### src/rtl/fetch_unit_if.sv
// Fetch-stage bus: instruction-memory request/response and decoder handoff.
interface fetch_unit_if;
    logic        o_imem_req;
    logic [31:0] o_imem_addr;
    logic        i_imem_ready;
    logic        i_imem_valid;
    logic [31:0] i_imem_rdata;
    logic [31:0] o_opcode;
    logic [31:0] o_pc;
    logic        o_valid;
    logic        i_stall;
    logic        i_redirect;
    logic [31:0] i_redirect_addr;
    logic        o_misaligned;

    modport master (
        output o_imem_req, o_imem_addr, o_opcode, o_pc, o_valid, o_misaligned,
        input  i_imem_ready, i_imem_valid, i_imem_rdata,
        input  i_stall, i_redirect, i_redirect_addr
    );

    modport slave (
        input  o_imem_req, o_imem_addr, o_opcode, o_pc, o_valid, o_misaligned,
        output i_imem_ready, i_imem_valid, i_imem_rdata,
        output i_stall, i_redirect, i_redirect_addr
    );
endinterface

### src/rtl/fetch_unit.sv
// Instruction fetch stage: owns the PC, one outstanding imem request,
// registered opcode/PC to the decoder with a one-deep hold buffer.
module fetch_unit #(
    parameter logic [31:0] RESET_PC = 32'h0000_0000
) (
    input  logic          i_clk,
    input  logic          i_rst,
    fetch_unit_if.master  bus
);
    typedef enum logic [2:0] {
        IDLE, REQ, WAIT, HOLD, DRAIN, HALT
    } state_e;

    localparam logic [31:0] NOP = 32'h0000_0013;

    state_e      state_q, state_d;
    logic [31:0] pc_q, pc_d;
    logic [31:0] opcode_q, opcode_d;
    logic [31:0] opc_pc_q, opc_pc_d;
    logic        valid_q, valid_d;
    logic [31:0] hold_word_q, hold_word_d;
    logic [31:0] hold_pc_q, hold_pc_d;
    logic        mis_q, mis_d;
    logic        consume;

    assign consume          = valid_q & ~bus.i_stall;
    assign bus.o_imem_req   = (state_q == REQ);
    assign bus.o_imem_addr  = pc_q;
    assign bus.o_opcode     = opcode_q;
    assign bus.o_pc         = opc_pc_q;
    assign bus.o_valid      = valid_q;
    assign bus.o_misaligned = mis_q;

    always_ff @(posedge i_clk or posedge i_rst) begin
        if (i_rst) begin
            state_q     <= IDLE;
            pc_q        <= RESET_PC;
            opcode_q    <= NOP;
            opc_pc_q    <= RESET_PC;
            valid_q     <= 1'b0;
            hold_word_q <= NOP;
            hold_pc_q   <= RESET_PC;
            mis_q       <= 1'b0;
        end else begin
            state_q     <= state_d;
            pc_q        <= pc_d;
            opcode_q    <= opcode_d;
            opc_pc_q    <= opc_pc_d;
            valid_q     <= valid_d;
            hold_word_q <= hold_word_d;
            hold_pc_q   <= hold_pc_d;
            mis_q       <= mis_d;
        end
    end

    always_comb begin
        state_d     = state_q;
        pc_d        = pc_q;
        opcode_d    = opcode_q;
        opc_pc_d    = opc_pc_q;
        valid_d     = valid_q;
        hold_word_d = hold_word_q;
        hold_pc_d   = hold_pc_q;
        mis_d       = mis_q;

        if (state_q != HALT && bus.i_redirect) begin
            valid_d     = 1'b0;
            hold_word_d = NOP;
            if (bus.i_redirect_addr[1:0] != 2'b00) begin
                mis_d   = 1'b1;
                state_d = HALT;
            end else begin
                pc_d = bus.i_redirect_addr;
                // An accepted but unanswered request must be drained first
                unique case (state_q)
                    REQ:     state_d = bus.i_imem_ready ? DRAIN : REQ;
                    WAIT:    state_d = bus.i_imem_valid ? REQ : DRAIN;
                    DRAIN:   state_d = bus.i_imem_valid ? REQ : DRAIN;
                    default: state_d = REQ;
                endcase
            end
        end else begin
            if (consume) valid_d = 1'b0;
            unique case (state_q)
                IDLE: state_d = REQ;
                REQ: begin
                    if (bus.i_imem_ready) state_d = WAIT;
                end
                WAIT: begin
                    if (bus.i_imem_valid) begin
                        pc_d = pc_q + 32'd4;
                        if (!valid_q || consume) begin
                            opcode_d = bus.i_imem_rdata;
                            opc_pc_d = pc_q;
                            valid_d  = 1'b1;
                            state_d  = REQ;
                        end else begin
                            hold_word_d = bus.i_imem_rdata;
                            hold_pc_d   = pc_q;
                            state_d     = HOLD;
                        end
                    end
                end
                HOLD: begin
                    if (consume) begin
                        opcode_d = hold_word_q;
                        opc_pc_d = hold_pc_q;
                        valid_d  = 1'b1;
                        state_d  = REQ;
                    end
                end
                DRAIN: begin
                    if (bus.i_imem_valid) state_d = REQ;
                end
                HALT:    valid_d = 1'b0;
                default: state_d = IDLE;
            endcase
        end
    end
endmodule

### src/flat_wrapper.sv
// flat-port wrapper written by rule: the top's interface ports become plain ports
module fetch_unit_flat 
#(
    parameter logic [31:0] RESET_PC = 32'h0000_0000
)
  (i_clk, i_rst, bus_o_imem_req, bus_o_imem_addr, bus_o_opcode, bus_o_pc, bus_o_valid, bus_o_misaligned, bus_i_imem_ready, bus_i_imem_valid, bus_i_imem_rdata, bus_i_stall, bus_i_redirect, bus_i_redirect_addr);
  fetch_unit_if bus_i ();
  input  logic i_clk;
  input  logic i_rst;
  output wire logic [$bits(bus_i.o_imem_req)-1:0] bus_o_imem_req;
  output wire logic [$bits(bus_i.o_imem_addr)-1:0] bus_o_imem_addr;
  output wire logic [$bits(bus_i.o_opcode)-1:0] bus_o_opcode;
  output wire logic [$bits(bus_i.o_pc)-1:0] bus_o_pc;
  output wire logic [$bits(bus_i.o_valid)-1:0] bus_o_valid;
  output wire logic [$bits(bus_i.o_misaligned)-1:0] bus_o_misaligned;
  input wire logic [$bits(bus_i.i_imem_ready)-1:0] bus_i_imem_ready;
  input wire logic [$bits(bus_i.i_imem_valid)-1:0] bus_i_imem_valid;
  input wire logic [$bits(bus_i.i_imem_rdata)-1:0] bus_i_imem_rdata;
  input wire logic [$bits(bus_i.i_stall)-1:0] bus_i_stall;
  input wire logic [$bits(bus_i.i_redirect)-1:0] bus_i_redirect;
  input wire logic [$bits(bus_i.i_redirect_addr)-1:0] bus_i_redirect_addr;
  assign bus_o_imem_req = bus_i.o_imem_req;
  assign bus_o_imem_addr = bus_i.o_imem_addr;
  assign bus_o_opcode = bus_i.o_opcode;
  assign bus_o_pc = bus_i.o_pc;
  assign bus_o_valid = bus_i.o_valid;
  assign bus_o_misaligned = bus_i.o_misaligned;
  assign bus_i.i_imem_ready = bus_i_imem_ready;
  assign bus_i.i_imem_valid = bus_i_imem_valid;
  assign bus_i.i_imem_rdata = bus_i_imem_rdata;
  assign bus_i.i_stall = bus_i_stall;
  assign bus_i.i_redirect = bus_i_redirect;
  assign bus_i.i_redirect_addr = bus_i_redirect_addr;
  fetch_unit #(.RESET_PC(RESET_PC)) u_core (.i_clk(i_clk), .i_rst(i_rst), .bus(bus_i));
endmodule
### config.mk
export PLATFORM = sky130hd
export DESIGN_NAME = fetch_unit_flat
export DESIGN_NICKNAME = d
export VERILOG_FILES = /design/src/rtl/fetch_unit_if.sv /design/src/rtl/fetch_unit.sv /design/src/flat_wrapper.sv
export SDC_FILE = /design/constraint.sdc
export NUM_CORES = 1
export LEC_CHECK = 0
export CAP_MARGIN = 10
export CORE_ASPECT_RATIO = 2
export CORE_MARGIN = 2
export CORE_UTILIZATION = 25
export DETAILED_ROUTE_END_ITERATION = 12
export GPL_TIMING_DRIVEN = 1
export HOLD_SLACK_MARGIN = 0.1
export RECOVER_POWER = 25
export SKIP_CTS_REPAIR_TIMING = 1
export SLEW_MARGIN = 40
export SYNTH_ARGS = -nofsm -noshare
export SYNTH_HDL_FRONTEND = slang
export SYNTH_SLANG_ARGS = --single-unit
### constraint.sdc
create_clock -name i_clk -period 6.8 [get_ports i_clk]
set_clock_uncertainty 0.1 [all_clocks]
set_input_delay 1.36 -clock i_clk [delete_from_list [all_inputs] [get_ports i_clk]]
set_output_delay 1.36 -clock i_clk [all_outputs]
set_load 0.02 [all_outputs]
# Word-level counts from Yosys, hierarchy flattened
# Cells that the tools add are included.
classes:
  add_sub_neg: 1
  eq_ne: 16
  muxes: 33
  bitwise_logic: 4
  n_reduce_logical: 15
ops:
  columns: ["op", "count"]
  rows:
  - ["$mux 32", 14]
  - ["$pmux 32 s2", 2]
  - ["$add 32x3->32 const B", 1]
  - ["$mux 3", 8]
  - ["$pmux 3 s6", 1]
  - ["$reduce_and 5->1", 2]
  - ["$ne 2x1->1 const B", 4]
  - ["$reduce_bool 2->1", 4]
  - ["$eq 3x2->1 const B", 2]
  - ["$eq 3x3->1 const B", 2]
  - ["$ne 3x1->1 const B", 2]
  - ["$ne 3x2->1 const B", 2]
  - ["$pmux 3 s2", 1]
  - ["$reduce_and 3->1", 2]
  - ["$mux 1", 5]
  - ["$ne 2x2->1 const B", 2]
  - ["$reduce_and 4->1", 1]
  - ["$eq 3x1->1 const B", 1]
  - ["$logic_not 3->1", 1]
  - ["$ne 3x3->1 const B", 1]
  - ["$not 1->1", 3]
  - ["$pmux 1 s3", 1]
  - ["$mux 2", 1]
  - ["$reduce_and 2->1", 1]
  - ["5 further kinds", 5]
totals:
  ff_bits: 165
  inputBits: 70
  out_inout_bits: 99
  elab_cells: 77

# Depth between registers and ports, before layout
logic_depth:
  depth_word: 7
  mapped_depth: 8

# Least setup slack after synthesis
# No wires, ideal clock.
synth_path:
  path_type: "input to register"
  startpoint: "input bus_i_redirect"
  endpoint: "register u_core.pc_q[17] (netlist: u_core.bus.o_imem_addr[17])"
  setup_time_ns: 0.099
  arrival_time_ns: 2.639
  t_required_ns: 6.601
  setup_slack_ns: 3.961
  cell_stages: 6
  path_cell_list: "buf_2 or4_4 buf_6 nor3_4 nor3_1 a311oi_1"
synth_between:
  elab_chain_len: 3
synth_lines:
  columns: ["element", "line", "text"]
  rows:
  - ["start: declaration", "flat_wrapper.sv:20", "input wire logic [$bits(bus_i.i_redirect)-1:0] bus_i_redirect;"]
  - ["$logic_and 1x1->1 *", "fetch_unit.sv:66", "if (state_q != HALT && bus.i_redirect) begin"]
  - ["$ne 2x2->1 (no source line) or $reduce_bool 2->1 (tied branches)", null, null]
  - ["$reduce_and 3->1 (no source line)", null, null]
  - ["end signal: assignment", "fetch_unit.sv:46", "pc_q <= pc_d;"]
  - ["end: declaration", "fetch_unit.sv:17", "logic [31:0] pc_q, pc_d;"]
# Mark *: on every way between the ends. The rest lies on a longest branch, timed or not.
# A chain may end at the register's enable or synchronous reset.

# Final worst setup path
layout_path:
  startpoint: "input bus_i_redirect"
  endpoint: "register u_core.hold_word_q[1]"
layout_between:
  elab_chain_len: 3
layout_lines:
  columns: ["element", "line", "text"]
  rows:
  - ["$logic_and 1x1->1 *", "fetch_unit.sv:66", null]
  - ["$ne 2x1->1 (no source line) or $reduce_bool 2->1 (tied branches)", null, null]
  - ["$reduce_and 3->1 (no source line)", null, null]
  - ["end signal: assignment", "fetch_unit.sv:50", "hold_word_q <= hold_word_d;"]
  - ["end: declaration", "fetch_unit.sv:21", "logic [31:0] hold_word_q, hold_word_d;"]
# Marked as above.

==> reports/summary.md <==
In the final layout, the share of cells above drive strength 1 is 11.15%. The count of nets left with antenna violations after detail routing was 0; the number of buffers created by CTS was 17. For the post-route standard cell area excluding fillers, the log shows 0.01023 sq mm.

The vertical extent of the die was 251.6 microns. The class of the tightest hold or removal check is reg2reg. The accumulated negative setup slack is 0 ps, and the area of the die is 0.03216 sq mm. The via count of the first global-routing pass came out at 6210. Setup repair after global routing left no endpoint under its margin. Wire segments on met2 add up to 12.88 mm in the final route. IR analysis of the VDD net gives a maximum drop of 0.1695 mV. The global-route wire length before repair was 35.98 mm. The number of slew-limit violations in the final report is 91, and the detailed-router iteration count before antenna repair is 5. On the final layout, the worst hold slack is 381.8 ps. For the finished layout, the period the worst path requires is 3829 ps. The required time at the worst-slack endpoint was 7060 ps. The master of the slowest instance on the critical path is clkbuf_1.

The clock passes through at most 2 buffers. After detailed routing, the wire length on met1 is 9.133 mm. The slew at the pin with the worst max-slew slack was 2376 ps; the count of non-filler cells in the finished layout was 1238. Setup violations remaining at the end of the flow were counted as 0.

The logs give 0 for the leftover overflow at the end of global routing and 25.39% for the effective utilization at floorplan. Synthesized area divided by synthesized cell count: 10.81 sq um. TritonCTS built the clock tree. Among the stages of the critical path, the cell type that occurs most often is nand2_1. After synthesis, the share of flip-flops with an asynchronous set or reset is 100.0%. Global routing used 14.88% of the available tracks. Timing would allow up to 261.2 MHz. The number of hold violations in the final report was 0; the largest driver fanout on the critical path was 40. Summed over all nets, wire length on met3 after detailed routing comes to 843 microns. The die outline width was 127.8 microns.

Routability-driven placement finished with a final weighted congestion of 0.8352. The checks that failed: max-capacitance violations, max-slew violations. The count of flip-flops with a built-in enable after synthesis was 0.

0 antenna diodes ended up in the layout. The routed design has 23.52 mm of wire. Sequential cells were found to cover 53.98% of the synthesized design area. Counting every net in the synthesized netlist gives 780. In the routed layout, each cell is associated on average with a via count of 4.989. The uppermost metal layer occupied by signal nets is met4.

The tools report the initial antenna violation count as 0. After detailed routing, the average wire length per cell comes to 19.00 microns. The nature of the critical path startpoint is a primary input.

For the Yosys warning count, the log shows 0. The placed wire-length estimate came out at 16.64 mm. The logs give 0 for the number of remaining DRC errors and 69 for the unique cell type count in the Yosys netlist. Once placement completed, the tool counted placed cells totaling 1206. CTS built an H-tree with a depth of 4.

Part of the cycle the worst path needs: 56.30%. Total vias in the final route: 6176. The detailed router finished its first iteration with 433 violations. The most used flip-flop cell after synthesis is dfrtp_1.

The flow ran to the end, but the final reports show violations. Compared with the post-synthesis result, the final layout area differs by 33.54%. The region available for standard cell placement spans 0.03018 sq mm. The worst pin sits at a relative slew slack of -59.26%. The largest net degree at the start of global routing is 83.

The areal power density over the cells is 418.0 mW/mm^2. The tree built by TritonCTS fans out to 165 sinks. For this design the top-level I/O count stands at 169. The run gives 90 as the total number of placement rows. The tool flagged a number of max-cap violations equal to 2. The number of nets in the finished design was 928; the final core utilization was 33.91%. For this run, the slowest stage of the critical path takes 1290 ps. The total standard cell area after synthesis was 0.007664 sq mm.

Once placement finished, the instance area stood at 0.009681 sq mm. The run gives 4090 ps as the critical path arrival. The endpoint class of the critical path is a flip-flop. The port buffer count is 168, and the register clock-pin slew on the reported worst setup and hold paths is 70 ps.

The clock tree root driver cell is clkbuf_16. The setup path with the least slack is of type in2reg. For this design the static power due to leakage is 4.647 nW.

The cell count after synthesis came out at 709. Walking the worst path, the cells encountered are clkdlybuf4s50_1 > nand2_1 > clkbuf_1 > nand2_1 > o22a_1. Synthesis inferred 165 register bits.

The later pin in the worst-skew pair is clocked with a latency of 440 ps.
-- per-stage QoR --
stage	power, mW	setup WS [ps]
floorplan	2.507	888.3
global placement	3.363	2581
detailed placement	3.393	2835
CTS	4.339	3226
global route	4.523	2749
finish	4.278	2971
-- cells in the final DEF, fill, tap and decap left out, types with 5 or more instances in the layout --
cell             instances
a21oi_1                 81
a31oi_1                  6
inv_1                    5
o22a_1                   5
clkinvlp_4               5
nor2_1                  93
dfstp_2                  6
mux2_2                  31
clkbuf_16               17
mux2i_1                 66
a22o_1                  29
clkdlybuf4s50_1        166
o21ai_0                 12
dfrtp_1                159
nand2_1                 33
nor3_1                  15
nand3_1                 17
nand4_1                 14
-- power breakdown --
group	internal, mW	leakage (nW)	total (mW)	switching, mW
registers	1.27	2.04	1.60	0.337
logic	0.799	2.35	1.75	0.953
clock network	0.493	0.255	0.921	0.428
-- registers in the layout, indices dropped and copies added (netlist names) --
register	count
u_core.hold_pc_q	32
u_core.bus.o_opcode	32
u_core.bus.o_imem_addr	32
u_core.bus.o_misaligned	1
u_core.bus.o_valid	1
u_core.hold_word_q	32
u_core.bus.o_pc	32
u_core.state_q	3
-- routing by layer --
metal,GRT usage [%],vias to the layer above
met5,0,-
met3,3.159,40
met1,16.60,3066
met4,6.279,0
met2,26.98,175
li1,-,2895
-- worst max-delay path, delay by kind of cell --
family,cells,cell delay [ps]
AO/OA/AOI/OAI,1,280
buffers and inverters,2,1920
AND/OR/NAND/NOR,2,530
-- cell type report --
cell class,count,area [sq um]
fillers,3042,19950
repair buffers,177,1764
flip-flops and latches,165,4136
clock inverters,11,92.59
inverters,7,27.53
clock buffers,21,460.4
well taps,368,460.4
multi-input cells,489,3292
-- synth_stat cells (3+ instances only) --
cell type / n / area (sq um)
nor3b_1: 3 / 22.52
a22o_1: 29 / 254.0
a211oi_1: 4 / 30.03
nor3_1: 15 / 75.07
o21ai_0: 12 / 60.06
and3_1: 3 / 18.77
dfstp_2: 6 / 157.7
a21oi_1: 82 / 410.4
buf_2: 33 / 165.2
mux2_2: 31 / 349.1
nand3_1: 17 / 85.08
and2_1: 5 / 31.28
and4_1: 4 / 35.03
o22ai_1: 4 / 25.02
buf_1: 5 / 18.77
nand2b_1: 3 / 18.77
a22oi_1: 4 / 30.03
o32a_1: 3 / 30.03
o22a_1: 5 / 43.79
nor2_1: 94 / 352.8
inv_1: 6 / 22.52
nor2b_1: 3 / 18.77
a311oi_1: 4 / 35.03
dfrtp_1: 159 / 3979
clkbuf_1: 6 / 22.52
a31oi_1: 6 / 37.54
mux2i_1: 66 / 660.6
nand4_1: 14 / 87.58
nand2_1: 33 / 123.9
-- cells by family after synthesis --
group	after synthesis	share of synthesized area, %
muxes	97	13.18
and+or+nand+nor	215	14.07
adders and majority gates	1	0.1632
DFF	165	53.98
buffers and inverters	55	3.526
AOI/OAI and AO/OA	175	14.97
xor gates and xnor gates	1	0.1143
-- final timing paths --
| check | startpoint | to | slack, ps | cells past startpoint |
|---|---|---|---|---|
| min in group asynchronous | i_rst | u_core.state_q[2] | 1910 | 2 |
| max in group asynchronous | i_rst | u_core.bus.o_opcode[10] | 3190 | 3 |
| min | u_core.hold_pc_q[6] | u_core.hold_pc_q[6] | 380 | 2 |
| min reg2reg | u_core.hold_pc_q[6] | u_core.hold_pc_q[6] | 380 | 2 |
| max reg2reg | u_core.state_q[0] | u_core.hold_word_q[1] | 3620 | 5 |
| max | bus_i_redirect | u_core.hold_word_q[1] | 2970 | 5 |
Power figures use the tool's default switching activity.
